## src/rtl/dice_roller.sv

```systemverilog
`default_nettype none
// ============================================================================
// Module   : dice_roller
// Purpose  : Galois-LFSR multi-die roller with rejection-sampled uniform faces.
// Revision : 1.0 - initial release
// ============================================================================
module dice_roller #(
    parameter int              WIDTH    = 16,
    parameter logic [WIDTH-1:0] TAPS    = 16'hB400,
    parameter logic [WIDTH-1:0] SEED    = 16'hACE1,
    parameter int              MAX_DICE = 8,
    parameter int              SUM_W    = 10
) (
    input  logic                        clk,
    input  logic                        reset,
    input  logic                        roll_req,
    input  logic [2:0]                  die_sel,
    input  logic [$clog2(MAX_DICE)-1:0] dice_cnt,
    input  logic                        seed_load,
    input  logic [WIDTH-1:0]            seed_in,
    output logic                        busy,
    output logic                        done,
    output logic [SUM_W-1:0]            total,
    output logic [6:0]                  last_roll
);

    localparam int CNT_W = $clog2(MAX_DICE);

    localparam logic [1:0] S_IDLE = 2'd0;
    localparam logic [1:0] S_DRAW = 2'd1;
    localparam logic [1:0] S_DONE = 2'd2;

    logic [WIDTH-1:0] r_lfsr;
    logic [WIDTH-1:0] w_step;
    logic [1:0]       r_state;
    logic [2:0]       r_die;
    logic [CNT_W-1:0] r_remaining;
    logic [6:0]       w_mask;
    logic [6:0]       w_sides;
    logic [6:0]       w_cand;
    logic [6:0]       w_face;
    logic             w_accept;

    assign w_step = {1'b0, r_lfsr[WIDTH-1:1]} ^ (r_lfsr[0] ? TAPS : '0);

    // A zero register would lock up the LFSR, so it is forced back to SEED.
    always_ff @(posedge clk or posedge reset) begin
        if (reset) begin
            r_lfsr <= SEED;
        end else if (seed_load) begin
            r_lfsr <= (seed_in == '0) ? SEED : seed_in;
        end else if (r_lfsr == '0) begin
            r_lfsr <= SEED;
        end else begin
            r_lfsr <= w_step;
        end
    end

    always_comb begin
        w_mask  = 7'h7F;
        w_sides = 7'd100;
        case (r_die)
            3'd0:    begin w_mask = 7'h01; w_sides = 7'd2;   end
            3'd1:    begin w_mask = 7'h03; w_sides = 7'd4;   end
            3'd2:    begin w_mask = 7'h07; w_sides = 7'd6;   end
            3'd3:    begin w_mask = 7'h07; w_sides = 7'd8;   end
            3'd4:    begin w_mask = 7'h0F; w_sides = 7'd10;  end
            3'd5:    begin w_mask = 7'h0F; w_sides = 7'd12;  end
            3'd6:    begin w_mask = 7'h1F; w_sides = 7'd20;  end
            default: begin w_mask = 7'h7F; w_sides = 7'd100; end
        endcase
    end

    // Out-of-range candidates are discarded rather than folded, keeping faces exactly uniform.
    assign w_cand   = r_lfsr[6:0] & w_mask;
    assign w_accept = (w_cand < w_sides);
    assign w_face   = w_cand + 7'd1;

    always_ff @(posedge clk or posedge reset) begin
        if (reset) begin
            r_state     <= S_IDLE;
            r_die       <= 3'd0;
            r_remaining <= '0;
            busy        <= 1'b0;
            done        <= 1'b0;
            total       <= '0;
            last_roll   <= 7'd0;
        end else begin
            case (r_state)
                S_IDLE: begin
                    done <= 1'b0;
                    if (roll_req) begin
                        r_die       <= die_sel;
                        r_remaining <= dice_cnt;
                        total       <= '0;
                        busy        <= 1'b1;
                        r_state     <= S_DRAW;
                    end
                end
                S_DRAW: begin
                    if (w_accept) begin
                        total     <= total + {{(SUM_W-7){1'b0}}, w_face};
                        last_roll <= w_face;
                        if (r_remaining == '0) begin
                            busy    <= 1'b0;
                            done    <= 1'b1;
                            r_state <= S_DONE;
                        end else begin
                            r_remaining <= r_remaining - 1'b1;
                        end
                    end
                end
                S_DONE: begin
                    done    <= 1'b0;
                    r_state <= S_IDLE;
                end
                default: begin
                    busy    <= 1'b0;
                    done    <= 1'b0;
                    r_state <= S_IDLE;
                end
            endcase
        end
    end

endmodule
`default_nettype wire

```

## config.mk

```make
export PLATFORM = sky130hd
export DESIGN_NAME = dice_roller
export DESIGN_NICKNAME = d
export VERILOG_FILES = /design/src/rtl/dice_roller.sv
export SDC_FILE = /design/constraint.sdc
export NUM_CORES = 1
export LEC_CHECK = 0
export ABC_AREA = 1
export BUFFER_PORTS_ARGS = -buffer_cell sky130_fd_sc_hd__buf_2
export CORE_ASPECT_RATIO = 1.1
export CORE_MARGIN = 1.5
export CORE_UTILIZATION = 51
export CTS_CLUSTER_DIAMETER = 120
export DETAILED_ROUTE_END_ITERATION = 8
export GPL_TIMING_DRIVEN = 0
export PLACE_DENSITY_LB_ADDON = 0.25
export SETUP_SLACK_MARGIN = 0.15
export SLEW_MARGIN = 20
export SYNTH_ARGS = -nofsm -noshare
export SYNTH_HDL_FRONTEND = slang
export SYNTH_SLANG_ARGS = --single-unit
```

## constraint.sdc

```tcl
create_clock -name clk -period 2.3 [get_ports clk]
set_input_delay 0.23 -clock clk [delete_from_list [all_inputs] [get_ports clk]]
set_output_delay 0.23 -clock clk [all_outputs]
set_load 0.005 [all_outputs]
```

==> results of run 1 <==
-- layer usage --
| metal | global-route usage | up-vias | share of wire |
|---|---|---|---|
| met5 | 0 | - | 0 |
| met4 | 0.0868 | 0 | 0.030 |
| met3 | 0.0406 | 18 | 0.041 |
| met2 | 0.427 | 67 | 0.50 |
| met1 | 0.289 | 1181 | 0.43 |
| li1 | - | 1282 | - |
-- Yosys cell counts (3+ instances only) --
cell type                  instances  share of area
sky130_fd_sc_hd__a21oi_1          11          0.021
sky130_fd_sc_hd__ha_1             17          0.079
sky130_fd_sc_hd__clkbuf_1          5         0.0070
sky130_fd_sc_hd__xor2_1            4          0.013
sky130_fd_sc_hd__nand3_1          17          0.032
sky130_fd_sc_hd__o21ai_0          23          0.043
sky130_fd_sc_hd__dfstp_2           8          0.078
sky130_fd_sc_hd__inv_1            54          0.076
sky130_fd_sc_hd__o31ai_1           7          0.020
sky130_fd_sc_hd__nor2_1           33          0.046
sky130_fd_sc_hd__nand4_1           4         0.0093
sky130_fd_sc_hd__inv_2             3         0.0042
sky130_fd_sc_hd__o21ai_1           4         0.0075
sky130_fd_sc_hd__nand2_1         108           0.15
sky130_fd_sc_hd__dfrtp_1          35           0.33
-- cell families after synthesis --
family	share of synthesized area
simple gates	0.277
buf+inv	0.0952
compound gates	0.113
flops	0.405
fa+ha+maj	0.0868
xor+xnor	0.0224
-- layout make-up --
type                            instances  area (µm²)
Clock buffer                            7        76.3
Buffer                                  7        58.8
Multi-Input combinational cell        250        1550
Timing Repair Buffer                   69         429
Sequential cell                        43        1090
Clock inverter                          1        30.0
Tap cell                               58        72.6
Fill cell                             388        1510
Inverter                               57         219
-- sequential cells by signal, indices dropped and copies added (netlist names) --
signal	flops
r_lfsr	16
total	10
last_roll	7
r_die	3
r_remaining	3
r_state	2
busy	1
done	1
-- worst max-delay path by stage --
stage	from	endpoint
after floorplan	r_die[1]$_DFFE_PP0P_	total[7]$_DFFE_PP0P_
after global placement	r_die[1]$_DFFE_PP0P_	total[9]$_DFFE_PP0P_
after detailed placement	r_die[2]$_DFFE_PP0P_	total[9]$_DFFE_PP0P_
after CTS	r_die[0]$_DFFE_PP0P_	total[7]$_DFFE_PP0P_
after global routing	r_die[2]$_DFFE_PP0P_	total[9]$_DFFE_PP0P_
final	r_die[2]$_DFFE_PP0P_	total[7]$_DFFE_PP0P_
-- power breakdown --
| part | internal, mW | switching (mW) |
|---|---|---|
| clock | 0.325 | 0.265 |
| combinational | 0.996 | 1.28 |
| sequential | 0.980 | 0.174 |
-- critical path: cells and delay by family, from the launching register on --
family	cells	cell delay (ns)
AO/OA/AOI/OAI	1	0.14
buffers and inverters	3	0.30
adder cells (fa/ha/maj)	1	0.31
flip-flops	1	0.46
AND/OR/NAND/NOR	8	0.77
XOR/XNOR	2	0.32
-- repair_timing --
item	4_1_cts	5_1_grt
gates resized for setup	26	22
buffers inserted	16	8
hold buffers	1	0
pin swaps	16	17
hold endpoints to repair	8	0
endpoints found under the setup margin	21	23
==> impl_metrics.json, run 1 <==
{
  "status": "complete, but fails checks",
  "violations": "negative setup slack",
  "detailed_place.area_um2": 3050,
  "finish.cell_count_without_fillers": 492,
  "design.core.area_um2": 5030,
  "min_delay_path_depth": 3,
  "crit-reg2reg-launch": "r_die[2]$_DFFE_PP0P_",
  "postSynth.topFlopCell": "sky130_fd_sc_hd__dfrtp_1",
  "fin_crit_ns": 2.42,
  "final_layout_size_suffix_gt1_frac": 0.325,
  "min_delay_worst_endpoint": "r_die[1]$_DFFE_PP0P_",
  "syn_area_um2": 2680,
  "number_of_different_library_cells_in_the_post_synthesis_netlist": 32,
  "clock-root-buffer": "sky130_fd_sc_hd__clkbuf_8",
  "final_area_um2": 3530,
  "timing.final.crit_share": 1.05,
  "synth_async_sr_flop_share": 1.00,
  "dieArea_um2": 5700,
  "synthesis.area_per_instance_um2": 7.51,
  "placer_s_final_routability_congestion_estimate": 0.796,
  "initial_cell_density_of_the_core": 0.532,
  "post_drt_wl_per_cell_um": 13.3,
  "dr_drc_count": 0,
  "ys.warnings.count": 0,
  "ys_seq_elements": 43,
  "r2r-end": "total[7]$_DFFE_PP0P_",
  "worst_setup_path_start_kind": "flop",
  "hold_start": "die_sel[1]",
  "global_route.overflow_total": 0,
  "initialDrtViolationCount": 174,
  "leakagePower_nw": 1.88,
  "final-setup-viol-count": 4,
  "die_w_um": 72.1,
  "slew-limit-headroom": 0.733,
  "drt_wl_total_um": 6550,
  "postRouteAntennaNets": 0,
  "cts_tree": "built",
  "clkTransAtPathRegs_ns": 0.09,
  "via_density_per_instance": 5.18,
  "final_common_cell": "sky130_fd_sc_hd__nand2_1",
  "regToRegSetupSlack_ns": -0.12,
  "global_route.usage.total": 0.240,
  "setup_total_negative_slack_ns": -0.359,
  "max_cap_viol_count": 0,
  "hpwl_um": 4290,
  "h_tree_lvl_count": 2,
  "areaGrowthSynthToFinish_pct": 31.6,
  "dpl.cell_count": 459,
  "sequential_element_share_of_the_synthesized_area": 0.405,
  "timing_worst_slew_pin_value_ns": 0.401,
  "grt_first_pass_wirelength_um": 10700,
  "crit_path_max_fanout": 6,
  "grt_setup_unrepaired": "true",
  "fin_nets": 477,
  "critical_path.slowest_cell": "sky130_fd_sc_hd__dfrtp_2",
  "ir_worst_vdd_v": 0.000640,
  "port-buffer-count": 43,
  "critPathArrivalTime_ns": 2.61,
  "timing.critical_path.slowest_cell_delay_ns": 0.46,
  "timing.final.ws_setup_ns": -0.125,
  "worstPathCellList": "buf_4 -> nand3_4 -> nor2_4 -> nand4_1 -> xor2_1 -> inv_1 -> ha_4 -> inv_4 -> o21bai_1 -> nor2_1 -> nand2_2 -> xnor2_1 -> nor2_1 -> nand2_1 -> nand2_1",
  "final.setup_skew_ns": 0.0164,
  "number_of_enable_flip_flop_cells_after_synthesis": 0,
  "crit_path_end_kind": "flop",
  "antenna_violations_before_repair": 0,
  "placement_rows": 27,
  "firstDrtPassIters": 5,
  "required_ns": 2.48,
  "number_of_global_route_vias_before_repair": 2469,
  "clock_tree.buffer_depth": 2,
  "finalMaxSlewViolations": 0,
  "numCtsBuffers": 5,
  "clock_insertion_delay_worst_skew_ns": 0.30,
  "synthesis.instances": 357,
  "numClockSinks": 43,
  "holdWs_ns": 0.133,
  "num_vias": 2548,
  "hold_class": "input port to flop",
  "die_height_um": 79.0,
  "syn-num-nets": 401,
  "worst-r2r-cell-count": 15,
  "fmaxAchievable_mhz": 412,
  "postLayoutCoreUtil": 0.700,
  "hold_viol": 0,
  "pwr_density_cell_nw_per_um2": 1140,
  "worst-setup-path-type": "flop to flop",
  "num_io_pins": 45,
  "grt_max_degree": 33,
  "total_power_mw": 4.02,
  "antenna_diodes": 0,
  "placement.setup.worst_slack_ns": -0.139,
  "layout_common_cells": "sky130_fd_sc_hd__nand2_1 (99), sky130_fd_sc_hd__inv_1 (47), sky130_fd_sc_hd__buf_2 (43)"
}
(Power assumes the default switching activity.)
==> run 2, diff against run 1 <==
--- a/config.mk
+++ b/config.mk
@@ -9,7 +9,7 @@
 export BUFFER_PORTS_ARGS = -buffer_cell sky130_fd_sc_hd__buf_2
 export CORE_ASPECT_RATIO = 1.1
 export CORE_MARGIN = 1.5
-export CORE_UTILIZATION = 51
+export CORE_UTILIZATION = 55
 export CTS_CLUSTER_DIAMETER = 120
 export DETAILED_ROUTE_END_ITERATION = 8
 export GPL_TIMING_DRIVEN = 0
==> constraint.sdc (replaced) <==
create_clock -name clk -period 2.5 [get_ports clk]
set_input_delay 0.25 -clock clk [delete_from_list [all_inputs] [get_ports clk]]
set_output_delay 0.25 -clock clk [all_outputs]
set_load 0.005 [all_outputs]
==> run 2 against run 1 <==
Die area is 7.0% lower. Register-to-register slack better by 0.21 ns. Critical path type unchanged. Wire length is 4.7% lower. Global-route usage is 0.22 points higher. Fmax is 0.55% higher. The flow now finishes without violations.
==> impl_metrics.json, run 2 (same netlist as run 1, synthesis figures left out) <==
{
  "num_io_pins": 45,
  "fin_crit_ns": 2.41,
  "wl_met1_um": 2660,
  "worstPathCellList": "nor2_4 -> nand2_1 -> nand2_2 -> inv_4 -> ha_4 -> nand4_1 -> xor2_2 -> inv_2 -> ha_4 -> nand2_2 -> nor2_1 -> nand2_1 -> nand2_2 -> nand3_1 -> nand2_1 -> nor2_1 -> nand2_1 -> nand2_1",
  "final-setup-viol-count": 0,
  "drt_wl_total_um": 6240,
  "critical_path.slowest_cell": "sky130_fd_sc_hd__dfrtp_2",
  "top_signal_layer_used": "met4",
  "hpwl_um": 4320,
  "postRouteAntennaNets": 0,
  "final_layout_size_suffix_gt1_frac": 0.285,
  "grt_first_pass_wirelength_um": 10500,
  "number_of_global_route_vias_before_repair": 2424,
  "detailed_place.area_um2": 2990,
  "clock_insertion_delay_worst_skew_ns": 0.32,
  "numCtsBuffers": 5,
  "regToRegSetupSlack_ns": 0.09,
  "total_power_mw": 3.49,
  "areaGrowthSynthToFinish_pct": 25.7,
  "finalMaxSlewViolations": 0,
  "fin_nets": 464,
  "worst_setup_path_start_kind": "flop",
  "ir_worst_vdd_v": 0.000630,
  "initial_cell_density_of_the_core": 0.576,
  "crit_path_max_fanout": 7,
  "layout_common_cells": "sky130_fd_sc_hd__nand2_1 (103), sky130_fd_sc_hd__inv_1 (46), sky130_fd_sc_hd__buf_2 (43)",
  "final.setup_skew_ns": 0.0122,
  "global_route.overflow_total": 0,
  "setup.worst_path.start": "r_die[1]$_DFFE_PP0P_",
  "global_route.usage.total": 0.242,
  "cts_tree": "built",
  "post_drt_wl_per_cell_um": 13.1,
  "clock_tree.buffer_depth": 2,
  "hold_viol": 0,
  "timing_worst_slew_pin_value_ns": 0.461,
  "crit_path_end_kind": "flop",
  "timing.critical_path.to": "total[9]$_DFFE_PP0P_",
  "placer_s_final_routability_congestion_estimate": 0.872,
  "dieArea_um2": 5300,
  "firstDrtPassIters": 4,
  "status": "complete, no violations",
  "leakagePower_nw": 1.82,
  "timing.final.crit_share": 0.965,
  "crit-reg2reg-launch": "r_die[1]$_DFFE_PP0P_",
  "num_vias": 2518,
  "placement_rows": 26,
  "critPathArrivalTime_ns": 2.63,
  "fmaxAchievable_mhz": 415,
  "via_density_per_instance": 5.28,
  "numClockSinks": 43,
  "crit_top_cell": "sky130_fd_sc_hd__nand2_1",
  "max_cap_viol_count": 0,
  "antenna_diodes": 0,
  "worst-setup-path-type": "flop to flop",
  "die_w_um": 69.6,
  "grt_max_degree": 34,
  "grt_setup_unrepaired": "true",
  "final_area_um2": 3370,
  "dpl.cell_count": 457,
  "placement.setup.worst_slack_ns": -0.0932,
  "timing.critical_path.slowest_cell_delay_ns": 0.49,
  "finish.cell_count_without_fillers": 477,
  "detailroute.wirelength.met3_um": 281,
  "design.core.area_um2": 4650,
  "clkTransAtPathRegs_ns": 0.09,
  "initialDrtViolationCount": 103,
  "met2WireLength_um": 3210,
  "worst-r2r-cell-count": 18,
  "required_ns": 2.72,
  "layout_top_registers": "r_lfsr: 16 flops, total: 10 flops, last_roll: 7 flops",
  "hold_class": "input port to flop",
  "final_common_cell": "sky130_fd_sc_hd__nand2_1",
  "h_tree_lvl_count": 2,
  "largest-register": "r_lfsr",
  "timing.final.ws_setup_ns": 0.0885,
  "antenna_violations_before_repair": 0,
  "largest_register_ffs": 16,
  "r2r-end": "total[9]$_DFFE_PP0P_",
  "slew-limit-headroom": 0.693,
  "port-buffer-count": 43,
  "die_height_um": 76.2,
  "final.fill_count": 363,
  "clock-root-buffer": "sky130_fd_sc_hd__clkbuf_8",
  "dr_drc_count": 0,
  "pwr_density_cell_nw_per_um2": 1040
}
==> run 2: area by class of cell <==
| cell class | count | area (µm²) | share of cell area |
|---|---|---|---|
| timing repair buffer | 56 | 328 | 0.0973 |
| inverter | 57 | 216 | 0.0643 |
| sequential | 43 | 1090 | 0.324 |
| tap | 56 | 70.1 | 0.0208 |
| multi-input combinational | 250 | 1480 | 0.438 |
| clock inverter | 3 | 67.6 | 0.0201 |
| buffer | 7 | 51.3 | 0.0152 |
| clock buffer | 5 | 68.8 | 0.0204 |
==> run 2: stage by stage <==
stage                util  hold WS [ns]  TNS, ns
floorplan               -         0.360        0
global placement    0.637         0.444  -0.0698
detailed placement  0.642         0.197   -0.235
CTS                 0.703         0.138        0
global route        0.724         0.156   -0.194
finish              0.724         0.141        0
==> run 2: timing repair <==
item,in CTS,in global routing
pin swaps,14,17
endpoints found under the hold margin,10,0
buffers inserted,4,7
hold buffers,1,0
gates resized for setup,26,14
endpoints found under the setup margin,7,17
==> run 2: how the worst min path moves through the flow <==
stage	start	endpoint	depth (start not counted)
after floorplan	die_sel[0]	r_die[0]$_DFFE_PP0P_	2
after global placement	die_sel[0]	r_die[0]$_DFFE_PP0P_	3
after detailed placement	reset	total[4]$_DFFE_PP0P_	2
after CTS	die_sel[0]	r_die[0]$_DFFE_PP0P_	3
after global routing	die_sel[0]	r_die[0]$_DFFE_PP0P_	3
final	die_sel[0]	r_die[0]$_DFFE_PP0P_	3
==> run 2: report_power, final <==
| group | internal [mW] | leakage, nW | switching, mW | total (mW) |
|---|---|---|---|---|
| combinational | 0.711 | 1.23 | 1.04 | 1.75 |
| sequential | 0.902 | 0.528 | 0.173 | 1.08 |
| clock | 0.399 | 0.0644 | 0.265 | 0.664 |
| total | 2.01 | 1.82 | 1.48 | 3.49 |
==> run 2: worst max-delay path: cells and delay by family, from the launching register on <==
kind / cells / cell delay (ns)
AND/OR/NAND/NOR: 13 / 1.05
flip-flops: 1 / 0.49
adder cells (fa/ha/maj): 2 / 0.46
buffers and inverters: 2 / 0.12
XOR/XNOR: 1 / 0.21
==> run 2: layer usage <==
layer | GRT usage | up-vias
met5 | 0 | -
met2 | 0.426 | 67
li1 | - | 1252
met3 | 0.0476 | 8
met1 | 0.295 | 1191
met4 | 0.0824 | 0
==> run 3, diff against run 2 <==
==> constraint.sdc (replaced) <==
create_clock -name clk -period 2.94 [get_ports clk]
set_input_delay 0.294 -clock clk [delete_from_list [all_inputs] [get_ports clk]]
set_output_delay 0.294 -clock clk [all_outputs]
set_load 0.005 [all_outputs]
==> run 3 against run 2 <==
Highest routed layer unchanged. Register-to-register slack improved by 0.31 ns. Via count fell by 4.2%. Setup slack improved by 0.31 ns. Critical path depth fell by 1. Count of clock-buffer cells in the layout did not move. Fmax fell by 5.2%. Global-route usage fell by 1.3 points.
==> impl_metrics.json, run 3 (same netlist as run 1, synthesis figures left out) <==
{
  "status": "complete, no violations",
  "layout_top_registers": "r_lfsr: 16 flops, total: 10 flops, last_roll: 7 flops",
  "finish.cell_count_without_fillers": 466,
  "via_density_per_instance": 5.18,
  "pwr_density_cell_nw_per_um2": 870,
  "clock_tree.buffer_depth": 2,
  "total_power_mw": 2.74,
  "timing.final.ws_setup_ns": 0.396,
  "firstDrtPassIters": 4,
  "worst-setup-path-type": "flop to flop",
  "power_frac_comb": 0.468,
  "clock_insertion_delay_worst_skew_ns": 0.31,
  "numClockSinks": 43,
  "clock-root-buffer": "sky130_fd_sc_hd__clkbuf_8",
  "antenna_diodes": 0,
  "final_layout_size_suffix_gt1_frac": 0.200,
  "net_switching_power_mw": 1.16,
  "leakagePower_nw": 1.78,
  "global_route.overflow_total": 0,
  "hold_viol": 0,
  "ir_worst_vdd_v": 0.000433,
  "hpwl_um": 4320,
  "grt_first_pass_wirelength_um": 9860,
  "power.sequential.fraction": 0.327,
  "crit-reg2reg-launch": "r_die[0]$_DFFE_PP0P_",
  "power.clock.fraction": 0.205,
  "crit_path_max_fanout": 6,
  "dr_drc_count": 0,
  "critPathArrivalTime_ns": 2.76,
  "setup.worst_path.start": "r_die[0]$_DFFE_PP0P_",
  "hold_start": "die_sel[0]",
  "antenna_violations_before_repair": 0,
  "fmaxAchievable_mhz": 393,
  "number_of_global_route_vias_before_repair": 2317,
  "die_height_um": 76.2,
  "cts_tree": "built",
  "final.setup_skew_ns": 0.00891,
  "worst_setup_path_start_kind": "flop",
  "fin_crit_ns": 2.54,
  "design.core.area_um2": 4650,
  "clkTransAtPathRegs_ns": 0.09,
  "placement.setup.worst_slack_ns": 0.347,
  "drt_wl_total_um": 5660,
  "max_cap_viol_count": 0,
  "grt_setup_unrepaired": "false",
  "numCtsBuffers": 5,
  "initial_cell_density_of_the_core": 0.576,
  "dieArea_um2": 5300,
  "hold_class": "input port to flop",
  "areaGrowthSynthToFinish_pct": 17.5,
  "placement_rows": 26,
  "placer_s_final_routability_congestion_estimate": 0.872,
  "postRouteAntennaNets": 0,
  "post_drt_wl_per_cell_um": 12.1,
  "cts_post_setup_buffers_inserted": 0,
  "final-setup-viol-count": 0,
  "dpl.cell_count": 457,
  "slew-limit-headroom": 0.703,
  "power.share.switching": 0.423,
  "die_w_um": 69.6,
  "h_tree_lvl_count": 2,
  "crit_path_end_kind": "flop",
  "timing.final.crit_share": 0.865,
  "setup_total_negative_slack_ns": 0,
  "required_ns": 3.15,
  "grt_max_degree": 34,
  "finalMaxSlewViolations": 0,
  "fin_nets": 453,
  "largest-register": "r_lfsr",
  "design_internal_power_mw": 1.58,
  "layout_common_cells": "sky130_fd_sc_hd__nand2_1 (108), sky130_fd_sc_hd__inv_1 (53), sky130_fd_sc_hd__buf_2 (43)",
  "global_route.usage.total": 0.229,
  "largest_register_ffs": 16,
  "num_io_pins": 45,
  "initialDrtViolationCount": 110,
  "num_vias": 2412,
  "final_common_cell": "sky130_fd_sc_hd__nand2_1",
  "port-buffer-count": 43,
  "timing_worst_slew_pin_value_ns": 0.446
}
==> run 3: critical path, cell delays in order (launching register included) <==
cell                       delay, ns
sky130_fd_sc_hd__dfrtp_1        0.45
sky130_fd_sc_hd__nor2_2         0.15
sky130_fd_sc_hd__nand2_1        0.06
sky130_fd_sc_hd__nand2_1        0.08
sky130_fd_sc_hd__inv_1          0.07
sky130_fd_sc_hd__ha_1           0.23
sky130_fd_sc_hd__nand4_1        0.15
sky130_fd_sc_hd__xor2_2         0.19
sky130_fd_sc_hd__inv_1          0.07
sky130_fd_sc_hd__ha_1           0.31
sky130_fd_sc_hd__inv_1          0.10
sky130_fd_sc_hd__o21bai_1       0.08
sky130_fd_sc_hd__nor2_1         0.10
sky130_fd_sc_hd__nand2_1        0.11
sky130_fd_sc_hd__xnor2_1        0.15
sky130_fd_sc_hd__nor2_1         0.05
sky130_fd_sc_hd__nand2_1        0.07
sky130_fd_sc_hd__nand2_1        0.05
==> run 3: worst paths after layout <==
kind	end	slack [ns]	cells past startpoint
max	total[7]$_DFFE_PP0P_	0.40	17
min	r_die[0]$_DFFE_PP0P_	0.18	3
max reg2reg	total[7]$_DFFE_PP0P_	0.40	17
min reg2reg	last_roll[5]$_DFFE_PP0P_	0.49	2
max in group asynchronous	r_lfsr[10]$_DFF_PP1_	1.96	4
min in group asynchronous	total[4]$_DFFE_PP0P_	0.45	3
==> run 3: per-stage QoR <==
stage	hold slack, ns	util	cell area, µm²
after floorplan	0.404	-	2680
after global placement	0.454	0.637	2970
after detailed placement	0.241	0.642	2990
after CTS	0.182	0.673	3130
after global routing	0.203	0.677	3150
final	0.183	0.677	3150
==> run 3: layout make-up <==
class	count	area (µm²)
Multi-Input combinational cell	250	1350
Sequential cell	43	1090
Fill cell	408	1500
Inverter	57	214
Clock buffer	5	68.8
Tap cell	56	70.1
Buffer	7	41.3
Timing Repair Buffer	45	245
Clock inverter	3	67.6
==> run 3: power groups by stage <==
stage                     sequential (mW)  combinational, mW  clock (mW)
after detailed placement            0.899               1.28           0
after floorplan                     0.884              0.940           0
final                               0.896               1.28       0.561
after CTS                           0.890               1.29       0.570
after global routing                0.917               1.47       0.600
after global placement              0.892               1.23           0
==> run 3: repair_timing <==
item / in CTS / in global routing
setup endpoints to repair: 0 / 3
hold buffers: 1 / 0
endpoints found under the hold margin: 10 / 0
resized for setup: 0 / 5
==> run 3: layer usage <==
metal,part of all wire,wire [µm],global-route usage
met3,0.045,252,0.0463
met1,0.45,2560,0.278
met4,0.013,76,0.0765
met5,0,0,0
met2,0.49,2770,0.402
